**src/rtl/jtdd_adpcm_fetch_pkg.sv**
```systemverilog
// Shared types and widths for the ADPCM ROM prefetch buffer.
package jtdd_adpcm_fetch_pkg;

  localparam int unsigned DATA_W = 16;
  localparam int unsigned BYTE_W = 8;

  typedef enum logic [1:0] {
    IDLE  = 2'd0,
    FETCH = 2'd1,
    PREF  = 2'd2
  } state_t;

  // Little-endian byte pick: even address is the low byte.
  function automatic logic [BYTE_W-1:0] byte_sel(input logic [DATA_W-1:0] word,
                                                 input logic odd);
    return odd ? word[15:8] : word[7:0];
  endfunction

endpackage

```
**src/rtl/jtdd_adpcm_fetch_if.sv**
```systemverilog
// Client byte-ROM port plus SDRAM word channel of the prefetch buffer.
interface jtdd_adpcm_fetch_if #(
  parameter int unsigned AW = 16
);
  logic          rom_cs;
  logic [AW-1:0] rom_addr;
  logic [7:0]    rom_data;
  logic          rom_ok;
  logic [AW-2:0] sdram_addr;
  logic          sdram_req;
  logic [15:0]   sdram_data;
  logic          sdram_ok;

  // Environment side: ADPCM player and SDRAM controller.
  modport master (
    output rom_cs, rom_addr, sdram_data, sdram_ok,
    input  rom_data, rom_ok, sdram_addr, sdram_req
  );

  // Buffer side.
  modport slave (
    input  rom_cs, rom_addr, sdram_data, sdram_ok,
    output rom_data, rom_ok, sdram_addr, sdram_req
  );
endinterface

```
**src/rtl/jtdd_adpcm_fetch_entry.sv**
```systemverilog
// One buffer entry: tag/valid/data registers and a hit comparator.
module jtdd_adpcm_fetch_entry
  import jtdd_adpcm_fetch_pkg::*;
#(
  parameter int unsigned TW = 15
) (
  input  logic              clk,
  input  logic              rst_n,
  input  logic              load,
  input  logic              inv,
  input  logic [TW-1:0]     wr_tag,
  input  logic [DATA_W-1:0] wr_data,
  input  logic [TW-1:0]     wa,
  output logic              valid,
  output logic [TW-1:0]     tag,
  output logic [DATA_W-1:0] data,
  output logic              hit_c
);

  // Load on fill completion; invalidate when chosen as the next fill target.
  always_ff @(posedge clk) begin
    if (!rst_n) begin
      valid <= 1'b0;
      tag   <= '0;
      data  <= '0;
    end else if (load) begin
      valid <= 1'b1;
      tag   <= wr_tag;
      data  <= wr_data;
    end else if (inv) begin
      valid <= 1'b0;
    end
  end

  assign hit_c = valid && (tag == wa);

endmodule

```
**src/rtl/jtdd_adpcm_fetch.sv**
```systemverilog
// Two-entry prefetch buffer between the byte-wide ADPCM ROM port and SDRAM.
module jtdd_adpcm_fetch
  import jtdd_adpcm_fetch_pkg::*;
#(
  parameter int unsigned AW = 16
) (
  input logic               clk,
  input logic               rst_n,
  jtdd_adpcm_fetch_if.slave bus
);

  localparam int unsigned TW = AW - 1;

  state_t            state, state_nx;
  logic              req, mru, tgt;
  logic              issue, done, iss_tgt, other, other_holds;
  logic [TW-1:0]     req_addr, iss_addr, wa, wa_nx;
  logic [1:0]        valid, hit, load, inv;
  logic [TW-1:0]     tag  [2];
  logic [DATA_W-1:0] data [2];

  for (genvar i = 0; i < 2; i++) begin : g_entry
    jtdd_adpcm_fetch_entry #(.TW(TW)) u_entry (
      .clk     (clk),
      .rst_n   (rst_n),
      .load    (load[i]),
      .inv     (inv[i]),
      .wr_tag  (req_addr),
      .wr_data (bus.sdram_data),
      .wa      (wa),
      .valid   (valid[i]),
      .tag     (tag[i]),
      .data    (data[i]),
      .hit_c   (hit[i])
    );
  end

  assign wa    = bus.rom_addr[AW-1:1];
  assign wa_nx = wa + TW'(1);
  assign load  = {done & tgt, done & ~tgt};
  assign inv   = {issue & iss_tgt, issue & ~iss_tgt};

  // The prefetch slot is whichever entry is not serving the current address.
  assign other       = hit[0];
  assign other_holds = valid[other] && (tag[other] == wa_nx);

  // Zero-latency hit path; E0 has priority if both entries match.
  assign bus.rom_ok   = bus.rom_cs & (|hit);
  assign bus.rom_data = hit[0] ? byte_sel(data[0], bus.rom_addr[0]) :
                        hit[1] ? byte_sel(data[1], bus.rom_addr[0]) : 8'h00;
  assign bus.sdram_req  = req;
  assign bus.sdram_addr = req_addr;

  // Next state: demand miss first, then sequential prefetch; never abort.
  always_comb begin
    state_nx = state;
    issue    = 1'b0;
    done     = 1'b0;
    iss_tgt  = tgt;
    iss_addr = req_addr;
    case (state)
      IDLE: begin
        if (bus.rom_cs) begin
          if (!(|hit)) begin
            state_nx = FETCH;
            issue    = 1'b1;
            iss_addr = wa;
            iss_tgt  = valid[0] ? ~mru : 1'b0;
          end else if (!other_holds) begin
            state_nx = PREF;
            issue    = 1'b1;
            iss_addr = wa_nx;
            iss_tgt  = other;
          end
        end
      end
      FETCH, PREF: begin
        if (bus.sdram_ok) begin
          done     = 1'b1;
          state_nx = IDLE;
        end
      end
      default: state_nx = IDLE;
    endcase
  end

  // State, request, target and most-recently-hit registers.
  always_ff @(posedge clk) begin
    if (!rst_n) begin
      state    <= IDLE;
      req      <= 1'b0;
      req_addr <= '0;
      tgt      <= 1'b0;
      mru      <= 1'b0;
    end else begin
      state <= state_nx;
      req   <= (state_nx != IDLE);
      if (issue) begin
        req_addr <= iss_addr;
        tgt      <= iss_tgt;
      end
      if (bus.rom_cs && (|hit)) mru <= ~hit[0];
    end
  end

endmodule

```
**src/flat_wrapper.sv**
```systemverilog
// flat-port wrapper written by rule: the top's interface ports become plain ports
module jtdd_adpcm_fetch_flat import jtdd_adpcm_fetch_pkg::*;
#(
  parameter int unsigned AW = 16
)
  (clk, rst_n, bus_rom_cs, bus_rom_addr, bus_sdram_data, bus_sdram_ok, bus_rom_data, bus_rom_ok, bus_sdram_addr, bus_sdram_req);
  jtdd_adpcm_fetch_if #(.AW(AW)) bus_i ();
  input logic clk;
  input logic rst_n;
  input wire logic [$bits(bus_i.rom_cs)-1:0] bus_rom_cs;
  input wire logic [$bits(bus_i.rom_addr)-1:0] bus_rom_addr;
  input wire logic [$bits(bus_i.sdram_data)-1:0] bus_sdram_data;
  input wire logic [$bits(bus_i.sdram_ok)-1:0] bus_sdram_ok;
  output wire logic [$bits(bus_i.rom_data)-1:0] bus_rom_data;
  output wire logic [$bits(bus_i.rom_ok)-1:0] bus_rom_ok;
  output wire logic [$bits(bus_i.sdram_addr)-1:0] bus_sdram_addr;
  output wire logic [$bits(bus_i.sdram_req)-1:0] bus_sdram_req;
  assign bus_i.rom_cs = bus_rom_cs;
  assign bus_i.rom_addr = bus_rom_addr;
  assign bus_i.sdram_data = bus_sdram_data;
  assign bus_i.sdram_ok = bus_sdram_ok;
  assign bus_rom_data = bus_i.rom_data;
  assign bus_rom_ok = bus_i.rom_ok;
  assign bus_sdram_addr = bus_i.sdram_addr;
  assign bus_sdram_req = bus_i.sdram_req;
  jtdd_adpcm_fetch #(.AW(AW)) u_core (.clk(clk), .rst_n(rst_n), .bus(bus_i));
endmodule
```
**config.mk**
```make
export PLATFORM = sky130hd
export DESIGN_NAME = jtdd_adpcm_fetch_flat
export DESIGN_NICKNAME = d
export VERILOG_FILES = /design/src/rtl/jtdd_adpcm_fetch_pkg.sv /design/src/rtl/jtdd_adpcm_fetch_if.sv /design/src/rtl/jtdd_adpcm_fetch_entry.sv /design/src/rtl/jtdd_adpcm_fetch.sv /design/src/flat_wrapper.sv
export SDC_FILE = /design/constraint.sdc
export NUM_CORES = 1
export LEC_CHECK = 0
export BUFFER_PORTS_ARGS = -buffer_cell sky130_fd_sc_hd__buf_4
export CORE_UTILIZATION = 50
export CTS_BUF_LIST = sky130_fd_sc_hd__clkbuf_16
export CTS_CLUSTER_DIAMETER = 50
export DETAILED_ROUTE_END_ITERATION = 10
export PLACE_DENSITY = 0.79
export SYNTH_ARGS = -nofsm -noshare
export SYNTH_HDL_FRONTEND = slang
export SYNTH_SLANG_ARGS = --single-unit
```
**constraint.sdc**
```tcl
create_clock -name clk -period 8.2 [get_ports clk]
set_input_delay 1.64 -clock clk [delete_from_list [all_inputs] [get_ports clk]]
set_output_delay 1.64 -clock clk [all_outputs]
set_load 0.01 [all_outputs]
```
==> Yosys cells after proc, flatten, opt, wreduce, memory -nomap -nowiden <==
Cells that the tools add are included.
{ "word_totals": {"ff_bits": 84, "out_inout_bits": 25, "elab_cells": 72} }
{ "op_classes": {"add_sub_neg": 1, "order_cmp": 2, "n_eq_ne": 6, "n_mux": 31, "n_bitwise": 10, "reduce_logical": 11} }
{ "ops": {"columns": ["op", "count"], "rows": [
  ["15-bit two-way mux", 5],
  ["15-bit equality test", 3],
  ["8-bit two-way mux", 4],
  ["1-bit two-way mux", 17],
  ["15-bit by 1-bit adder with 15-bit output, second input constant", 1],
  ["2-bit two-way mux", 4],
  ["2-bit nonzero test", 3],
  ["1-bit bitwise AND", 5],
  ["1-bit logical AND", 4],
  ["1-bit NOT", 4],
  ["2-bit one-hot mux with 2 select lines", 1],
  ["4-bit AND reduction", 1],
  ["2-bit OR reduction", 2],
  ["2-bit by 1-bit equality test with 1-bit output, second input constant", 1],
  ["2-bit equality test, second input constant", 1],
  ["2-bit greater-or-equal comparator, second input constant", 1],
  ["2-bit logical NOT", 1],
  ["1-bit by 2-bit < comparator with 1-bit output, second input constant", 1],
  ["2-bit inequality test, second input constant", 1],
  ["1-bit NOT with 2-bit output", 1]
]} }

==> Depth between registers and ports, before layout <==
Gate-level depths: netlist (run 1).
{ "depth": {"depth_word": 16, "mapped_depth": 12, "depth_no_buf": 9} }

==> Cells and area by module <==
Synthesis (run 1) repeated with hierarchy kept, for this count alone.
{ "hier_totals": {"cells_unflattened": 518, "hier_area_um2": 4924.7} }
{ "modules_own_cells": {"columns": ["module", "n_inst", "cells_per_inst", "area_per_inst_um2", "seq_area_each_um2"], "rows": [
  ["jtdd_adpcm_fetch_entry", 2, 123, 1391.3, 640.6],
  ["jtdd_adpcm_fetch", 1, 272, 2142.1, 400.4]
]} }

==> Worst setup path after synthesis (run 1) <==
Ideal clock, no wire load.
{ "synth_path": {"kind": "in2out", "from": "input bus_rom_addr[5]", "to": "output bus_rom_data[0]", "arrival_time_ns": 3.501, "setup_slack_ns": 3.059, "stages": 8, "n_path_buf": 3, "cell_sequence": "buf_2 > xnor2_1 > nand4_1 > nor4_2 > clkbuf_1 > nor2_1 > clkbuf_1 > nor2b_1"} }
{ "synth_between": {"elab_chain_len": 4, "word_cells_on_any_way": 6, "classes_between": "2 x eq/ne; 2 x mux; 2 x reduce/logical"} }
{ "synth_rtl": {"columns": ["item", "line", "text"], "rows": [
  ["start, declared", "flat_wrapper.sv:11", "input wire logic [$bits(bus_i.rom_addr)-1:0] bus_rom_addr;"],
  ["15-bit equality test", "jtdd_adpcm_fetch_entry.sv:35", "assign hit_c = valid && (tag == wa);"],
  ["1-bit logical AND", "jtdd_adpcm_fetch_entry.sv:35", null],
  ["8-bit two-way mux", "jtdd_adpcm_fetch.sv:50", "hit[1] ? byte_sel(data[1], bus.rom_addr[0]) : 8'h00;"],
  ["8-bit two-way mux (*)", "jtdd_adpcm_fetch.sv:49", "assign bus.rom_data = hit[0] ? byte_sel(data[0], bus.rom_addr[0]) :"],
  ["end, declared", "flat_wrapper.sv:14", "output wire logic [$bits(bus_i.rom_data)-1:0] bus_rom_data;"]
]} }
Mark *: on every way between the ends. The rest lies on a longest branch, timed or not.

==> Worst setup path after layout (run 1) <==
{ "layout_path": {"from": "input bus_rom_addr[1]", "to": "output bus_rom_data[1]"} }
The elaborated chain is that of the path after synthesis.

==> impl_metrics.json, run 1 <==
{
  "cts_tree": "done",
  "vias": 4433,
  "drv_cap": 0,
  "die_h_um": 99.7,
  "grt_start_max_net_pins": 66,
  "port_buffers": 60,
  "synth.avg_cell_area_um2": 7.91,
  "synthTopCellsByArea": "dfxtp_1 35%, nand2_1 13%, a21oi_1 7.7%",
  "rows": 35,
  "finalPower_uw": 946,
  "pre_cts_slack_ns": 2.78,
  "post-route-period-util": 0.665,
  "grt_first_pass_wirelength_um": 20600,
  "rsz0062_at_grt": "no",
  "ir_worst_vdd_uv": 84.1,
  "timing.fmax_mhz": 183,
  "holdWs_ns": 0.454,
  "end_kind": "primary output",
  "power.leakage_nw": 2.03,
  "drt_iter0_drc": 356,
  "grt.overflow.total": 0,
  "grt_use_total": 0.263,
  "min_path_type": "reg2reg",
  "die_width_um": 99.7,
  "start_util": 0.516,
  "wire_per_inst_um": 16.7,
  "clk_pin_slew_worst_paths_ns": 0.06,
  "synth_seq_cells": 84,
  "cts_buffers": 9,
  "antenna_found_initial": 0,
  "cts_repair_resize_count": 0,
  "diodes": 0,
  "yosys_warnings": 0,
  "gp_congestion": 0.965,
  "clk_latency_ns": 0.34,
  "fillCellCount": 830,
  "core_um2": 9240,
  "drc": 0,
  "yosysTopAreaCellShare": 0.353,
  "startpoint_type": "primary input",
  "htree_levels": 3,
  "dp_hpwl_um": 8750,
  "async_flop_share": 0,
  "synth-edff-count": 0,
  "syn_nets": 642,
  "die_area_um2": 9930,
  "worst_slew_pin_slew_ns": 1.18,
  "setup-violations-final": 0,
  "yosysUniqueCellTypes": 56,
  "seq_area_frac_synth": 0.353,
  "ctsHoldBuffers": 0,
  "powerDensity_nw_per_um2": 172,
  "root_buffer": "clkbuf_16",
  "final-hold-violation-count": 0,
  "drive_gt1_frac": 0.155,
  "final_nets": 672,
  "grt_pass1_vias": 4072,
  "io_pins": 61,
  "status": "finished clean",
  "antenna_left": 0,
  "synth_area_um2": 4770,
  "synth_ff_type": "dfxtp_1",
  "drv_slew": 0,
  "synth.largest_area_cell": "dfxtp_1",
  "max-slew-margin-rel": 0.215,
  "synthCells": 603,
  "skew_ns": 0.00818,
  "wirelength_um": 12800,
  "clockBufferDepth": 2,
  "routed_via_density": 5.78,
  "layout_setup_ws_ns": 2.74,
  "cts_sinks": 84,
  "cp.arrival_ns": 3.82,
  "dr.pass1.iters": 5,
  "period_needed_ns": 5.46,
  "worstSetupPathType": "in2out",
  "utilization": 0.595,
  "crit_required_ns": 6.56,
  "syn2layout_area_growth_pct": 15.3,
  "fin_setup_tns_ns": 0,
  "crit_fanout": 18,
  "post_cts_buffers": 0
}
flip-flops by register name, indices dropped and copies added, names as in the netlist:
register / flops
u_core.bus.sdram_req: 1
u_core.bus.sdram_addr: 15
u_core.mru: 1
u_core.g_entry.u_entry.data: 32
u_core.state: 2
u_core.tgt: 1
u_core.g_entry.u_entry.tag: 30
u_core.g_entry.u_entry.valid: 2
cell usage after synthesis (4+ instances only):
master,number
mux2_2,6
clkbuf_1,29
inv_1,8
buf_2,11
nand4_1,15
nor3b_1,5
nand2_1,166
mux4_2,7
a21oi_1,73
buf_1,5
nand3_1,9
nor2_1,14
nor2b_1,9
o21ai_0,6
and3_1,4
nor3_1,8
mux2i_1,18
dfxtp_1,84
xor2_1,33
and4_1,6
xnor2_1,28
nor4_1,10
layout make-up:
type / count / area [um^2] / area share
inverter: 8 / 30.0 / 0.00546
tap: 129 / 161 / 0.0293
timing repair buffer: 67 / 503 / 0.0914
multi-input combinational: 463 / 2830 / 0.515
clock buffer: 9 / 225 / 0.0409
sequential: 84 / 1680 / 0.306
clock inverter: 7 / 66.3 / 0.0121
metrics by stage:
step	cell area, um^2	cells
after floorplan	4770	603
after global placement	5210	751
after detailed placement	5210	751
after CTS	5500	767
after global routing	5500	767
final	5500	767
layer usage:
| layer | vias up | GRT usage | wire (um) |
|---|---|---|---|
| li1 | 2130 | - | - |
| met1 | 2083 | 0.358 | 5620 |
| met5 | - | 0 | 0 |
| met2 | 195 | 0.412 | 5990 |
| met4 | 0 | 0.0916 | 282 |
| met3 | 25 | 0.0562 | 930 |
cells in the final DEF, fill, tap and decap left out, drive strengths merged, types with 2 or more instances in the layout:
cell type / Yosys / layout
a2bb2oi: 2 / 2
dfxtp: 84 / 84
nand3: 9 / 9
inv: 8 / 10
nor4: 11 / 11
clkbuf: 29 / 9
clkinv: 0 / 3
nand2b: 2 / 2
a211oi: 3 / 3
and4: 7 / 7
nor2: 14 / 14
nor2b: 9 / 9
buf: 19 / 67
o22ai: 2 / 2
nor3b: 5 / 5
mux2: 7 / 7
or3: 3 / 3
o21ai: 6 / 6
mux4: 7 / 7
xnor2: 29 / 29
ha: 3 / 3
nand2: 166 / 166
nor3: 8 / 8
nand4: 15 / 15
xor2: 33 / 33
mux2i: 18 / 18
and2: 3 / 3
a211o: 2 / 2
and3: 4 / 4
a221oi: 4 / 4
a21oi: 73 / 73
critical path, cell delays in order:
cell	delay, ns
buf_4	0.15
xnor2_2	0.19
nand4_1	0.16
or4_1	0.95
mux4_2	0.43
nor2b_1	0.14
buf_4	0.15
path summary, 6_finish.rpt:
| kind | from | endpoint | slack, ns | cells past startpoint |
|---|---|---|---|---|
| max reg2reg | u_core.g_entry[0].u_entry.tag[6] | u_core.bus.sdram_addr[14] | 4.30 | 8 |
| min | u_core.g_entry[1].u_entry.data[14] | u_core.g_entry[1].u_entry.data[14] | 0.45 | 2 |
| min reg2reg | u_core.g_entry[1].u_entry.data[14] | u_core.g_entry[1].u_entry.data[14] | 0.45 | 2 |
| max | bus_rom_addr[1] | bus_rom_data[1] | 2.74 | 7 |
power breakdown:
group | switching, mW | internal (mW)
registers | 0.00948 | 0.419
clock network | 0.169 | 0.235
logic | 0.0657 | 0.0483
total | 0.244 | 0.702
cell families after synthesis:
group	count (synthesis)	share of synthesized area
and+or+nand+nor	257	0.245
buffers and inverters	56	0.0535
muxes	32	0.0881
DFF	84	0.353
xor gates and xnor gates	62	0.115
AOI/OAI and AO/OA	109	0.137
adders and majority gates	3	0.00787
No activity file was read; power rests on OpenSTA's default activity.
==> run 2, diff against run 1 <==
--- a/config.mk
+++ b/config.mk
@@ -5,12 +5,13 @@
 export SDC_FILE = /design/constraint.sdc
 export NUM_CORES = 1
 export LEC_CHECK = 0
+export ABC_AREA = 1
 export BUFFER_PORTS_ARGS = -buffer_cell sky130_fd_sc_hd__buf_4
 export CORE_UTILIZATION = 50
 export CTS_BUF_LIST = sky130_fd_sc_hd__clkbuf_16
 export CTS_CLUSTER_DIAMETER = 50
 export DETAILED_ROUTE_END_ITERATION = 10
-export PLACE_DENSITY = 0.79
+export PLACE_DENSITY = 0.82
 export SYNTH_ARGS = -nofsm -noshare
 export SYNTH_HDL_FRONTEND = slang
 export SYNTH_SLANG_ARGS = --single-unit
==> constraint.sdc (replaced) <==
create_clock -name clk -period 5 [get_ports clk]
set_input_delay 1 -clock clk [delete_from_list [all_inputs] [get_ports clk]]
set_output_delay 1 -clock clk [all_outputs]
set_load 0.01 [all_outputs]
==> impl_metrics.json, run 2 <==
{
  "status": "finished clean",
  "wire_per_inst_um": 15.8,
  "crit_family": "simple AND/OR/NAND/NOR gates",
  "max-slew-margin-rel": 0.480,
  "max_stage_delay_ns": 0.36,
  "synthTopCellsByArea": "dfxtp_1 35%, nand2_1 15%, o21ai_0 7.6%",
  "period_needed_ns": 4.21,
  "drt_iter0_drc": 522,
  "reg2reg_from": "u_core.g_entry[0].u_entry.tag[4]",
  "ctsHoldBuffers": 0,
  "grt_start_max_net_pins": 65,
  "pre_cts_slack_ns": 0.869,
  "regToRegSetupSlack_ns": 1.92,
  "antenna_left": 0,
  "grt_pass1_vias": 4613,
  "finalPower_mw": 1.63,
  "synth_ff_type": "dfxtp_1",
  "start_util": 0.516,
  "drv_cap": 0,
  "syn_nets": 770,
  "synthCells": 731,
  "final_nets": 807,
  "diodes": 0,
  "fin_setup_tns_ns": 0,
  "yosys_warnings": 0,
  "powerDensity_nw_per_um2": 295,
  "synth_seq_cells": 84,
  "synth.largest_area_cell": "dfxtp_1",
  "clk_pin_slew_worst_paths_ns": 0.06,
  "core_um2": 9240,
  "synth-edff-count": 0,
  "rows": 35,
  "path_buf_inv": 5,
  "final-hold-violation-count": 0,
  "worstHoldStart": "u_core.g_entry[1].u_entry.data[5]",
  "root_buffer": "clkbuf_16",
  "port_buffers": 60,
  "largest_register_ff_count": 32,
  "mostFrequentLayoutCells": "185 x nand2_1, 84 x dfxtp_1, 72 x o21ai_0",
  "synth_area_um2": 4770,
  "cp.arrival_ns": 3.21,
  "cts_buffers": 9,
  "clk_latency_ns": 0.34,
  "crit_required_ns": 4.00,
  "skew_ns": 0.00728,
  "drive_gt1_frac": 0.142,
  "async_flop_share": 0,
  "end_kind": "primary output",
  "die_area_um2": 9930,
  "startpoint_type": "primary input",
  "crit_chain": "buf_4 > inv_2 > nand2_1 > nand2_1 > nor2_1 > nand2_1 > nor2_4 > nand3_4 > nand2_1 > buf_4 > nand2_1 > inv_1 > buf_4",
  "grt_use_total": 0.294,
  "gp_congestion": 0.937,
  "ir_worst_vdd_uv": 198,
  "cpMostUsedCell": "nand2_1",
  "power.leakage_nw": 2.43,
  "rr_worst_depth": 22,
  "cts_tree": "done",
  "syn2layout_area_growth_pct": 15.8,
  "placed_area_um2": 5240,
  "setup-violations-final": 0,
  "min_path_cells": 2,
  "min_path_type": "reg2reg",
  "wirelength_um": 14300,
  "holdPathEnd": "u_core.g_entry[1].u_entry.data[5]",
  "drc": 0,
  "die_h_um": 99.6,
  "finalInstanceArea_um2": 5520,
  "rsz0062_at_grt": "no",
  "fillCellCount": 888,
  "die_width_um": 99.6,
  "yosysTopAreaCellShare": 0.353,
  "drv_slew": 0,
  "antenna_found_initial": 0,
  "vias": 5042,
  "post-route-period-util": 0.841,
  "seq_area_frac_synth": 0.353,
  "cts_sinks": 84,
  "post_cts_buffers": 0,
  "utilization": 0.597,
  "final_common_cell": "nand2_1",
  "crit_slowest_cell": "nor2_4",
  "worst_slew_pin_slew_ns": 0.780,
  "crit_fanout": 27,
  "grt_first_pass_wirelength_um": 22700,
  "synthTopCellsByCount": "185 x nand2_1, 84 x dfxtp_1, 72 x o21ai_0",
  "worstSetupPathType": "in2out",
  "grt.overflow.total": 0,
  "synth.avg_cell_area_um2": 6.52,
  "io_pins": 61,
  "clockBufferDepth": 2,
  "layout_setup_ws_ns": 0.795,
  "largest_register": "u_core.g_entry.u_entry.data",
  "cts_repair_resize_count": 0,
  "htree_levels": 3,
  "yosysUniqueCellTypes": 38,
  "routed_via_density": 5.59,
  "timing.fmax_mhz": 238,
  "dr.pass1.iters": 7,
  "synth_most_common_cell": "nand2_1",
  "worstReg2RegEnd": "u_core.g_entry[0].u_entry.valid",
  "dp_hpwl_um": 10200
}
[run 2: changes by cell type after synthesis, moves of 18 or more]
| cell | delta |
|---|---|
| xor2_1 | -20 |
| mux2i_1 | -18 |
| inv_1 | +62 |
| xnor2_1 | -25 |
| nor2_1 | +53 |
| nand3_1 | +24 |
| nand2_1 | +19 |
| o21ai_0 | +66 |
[run 2: cells by family (layout without fill, tap and decap cells)]
logic type      count (synthesis)  in the layout  synth area share
xor+xnor                       16             16            0.0294
fa+ha+maj                       3              3           0.00788
compound gates                178            178             0.206
flops                          84             84             0.353
simple gates                  328            328             0.300
buf+inv                       122            164             0.103
[run 2: per-stage QoR]
stage                     hold WS (ns)  std cells
after floorplan                  0.429        731
final                            0.456        902
after global placement           0.443        886
after global routing             0.479        902
after detailed placement         0.448        886
after CTS                        0.457        902
[run 2: cell type report]
class	count	area, um^2	area share
Clock buffer	9	225	0.0408
Clock inverter	7	57.6	0.0104
Inverter	83	314	0.0569
Multi-Input combinational cell	525	2590	0.470
Sequential cell	84	1680	0.305
Tap cell	129	161	0.0292
Timing Repair Buffer	65	488	0.0884
[run 2: worst max path at each step]
| stage | slack [ns] | from | endpoint | cells after the start |
|---|---|---|---|---|
| 4_1_cts | 0.86 | bus_rom_addr[3] | bus_rom_ok | 13 |
| 3_5_place_dp | 0.87 | bus_rom_addr[3] | bus_rom_ok | 13 |
| 2_1_floorplan | 1.30 | bus_rom_addr[3] | bus_rom_data[0] | 13 |
| 6_report | 0.79 | bus_rom_addr[4] | bus_rom_ok | 13 |
| 3_3_place_gp | 0.93 | bus_rom_addr[3] | bus_rom_ok | 13 |
| 5_1_grt | 0.64 | bus_rom_addr[3] | bus_rom_ok | 13 |
[run 2: worst register-to-register path, delay by kind of cell, from the launching register on]
kind,cells,cell delay (ns)
AOI/OAI and AO/OA,1,0.14
DFF,1,0.35
buffers and inverters,1,0.08
and+or+nand+nor,20,2.44
[run 2: layer usage]
layer	up-vias	track usage	wire length (um)
li1	2469	-	-
met1	2306	0.362	5950
met2	230	0.509	6870
met3	37	0.0492	1030
met4	0	0.117	396
met5	-	0	0
[run 2: power breakdown]
part	internal, mW	total, mW	switching [mW]
Sequential	0.703	0.732	0.0289
Combinational	0.0922	0.246	0.154
Clock	0.345	0.647	0.302
Total	1.14	1.63	0.485
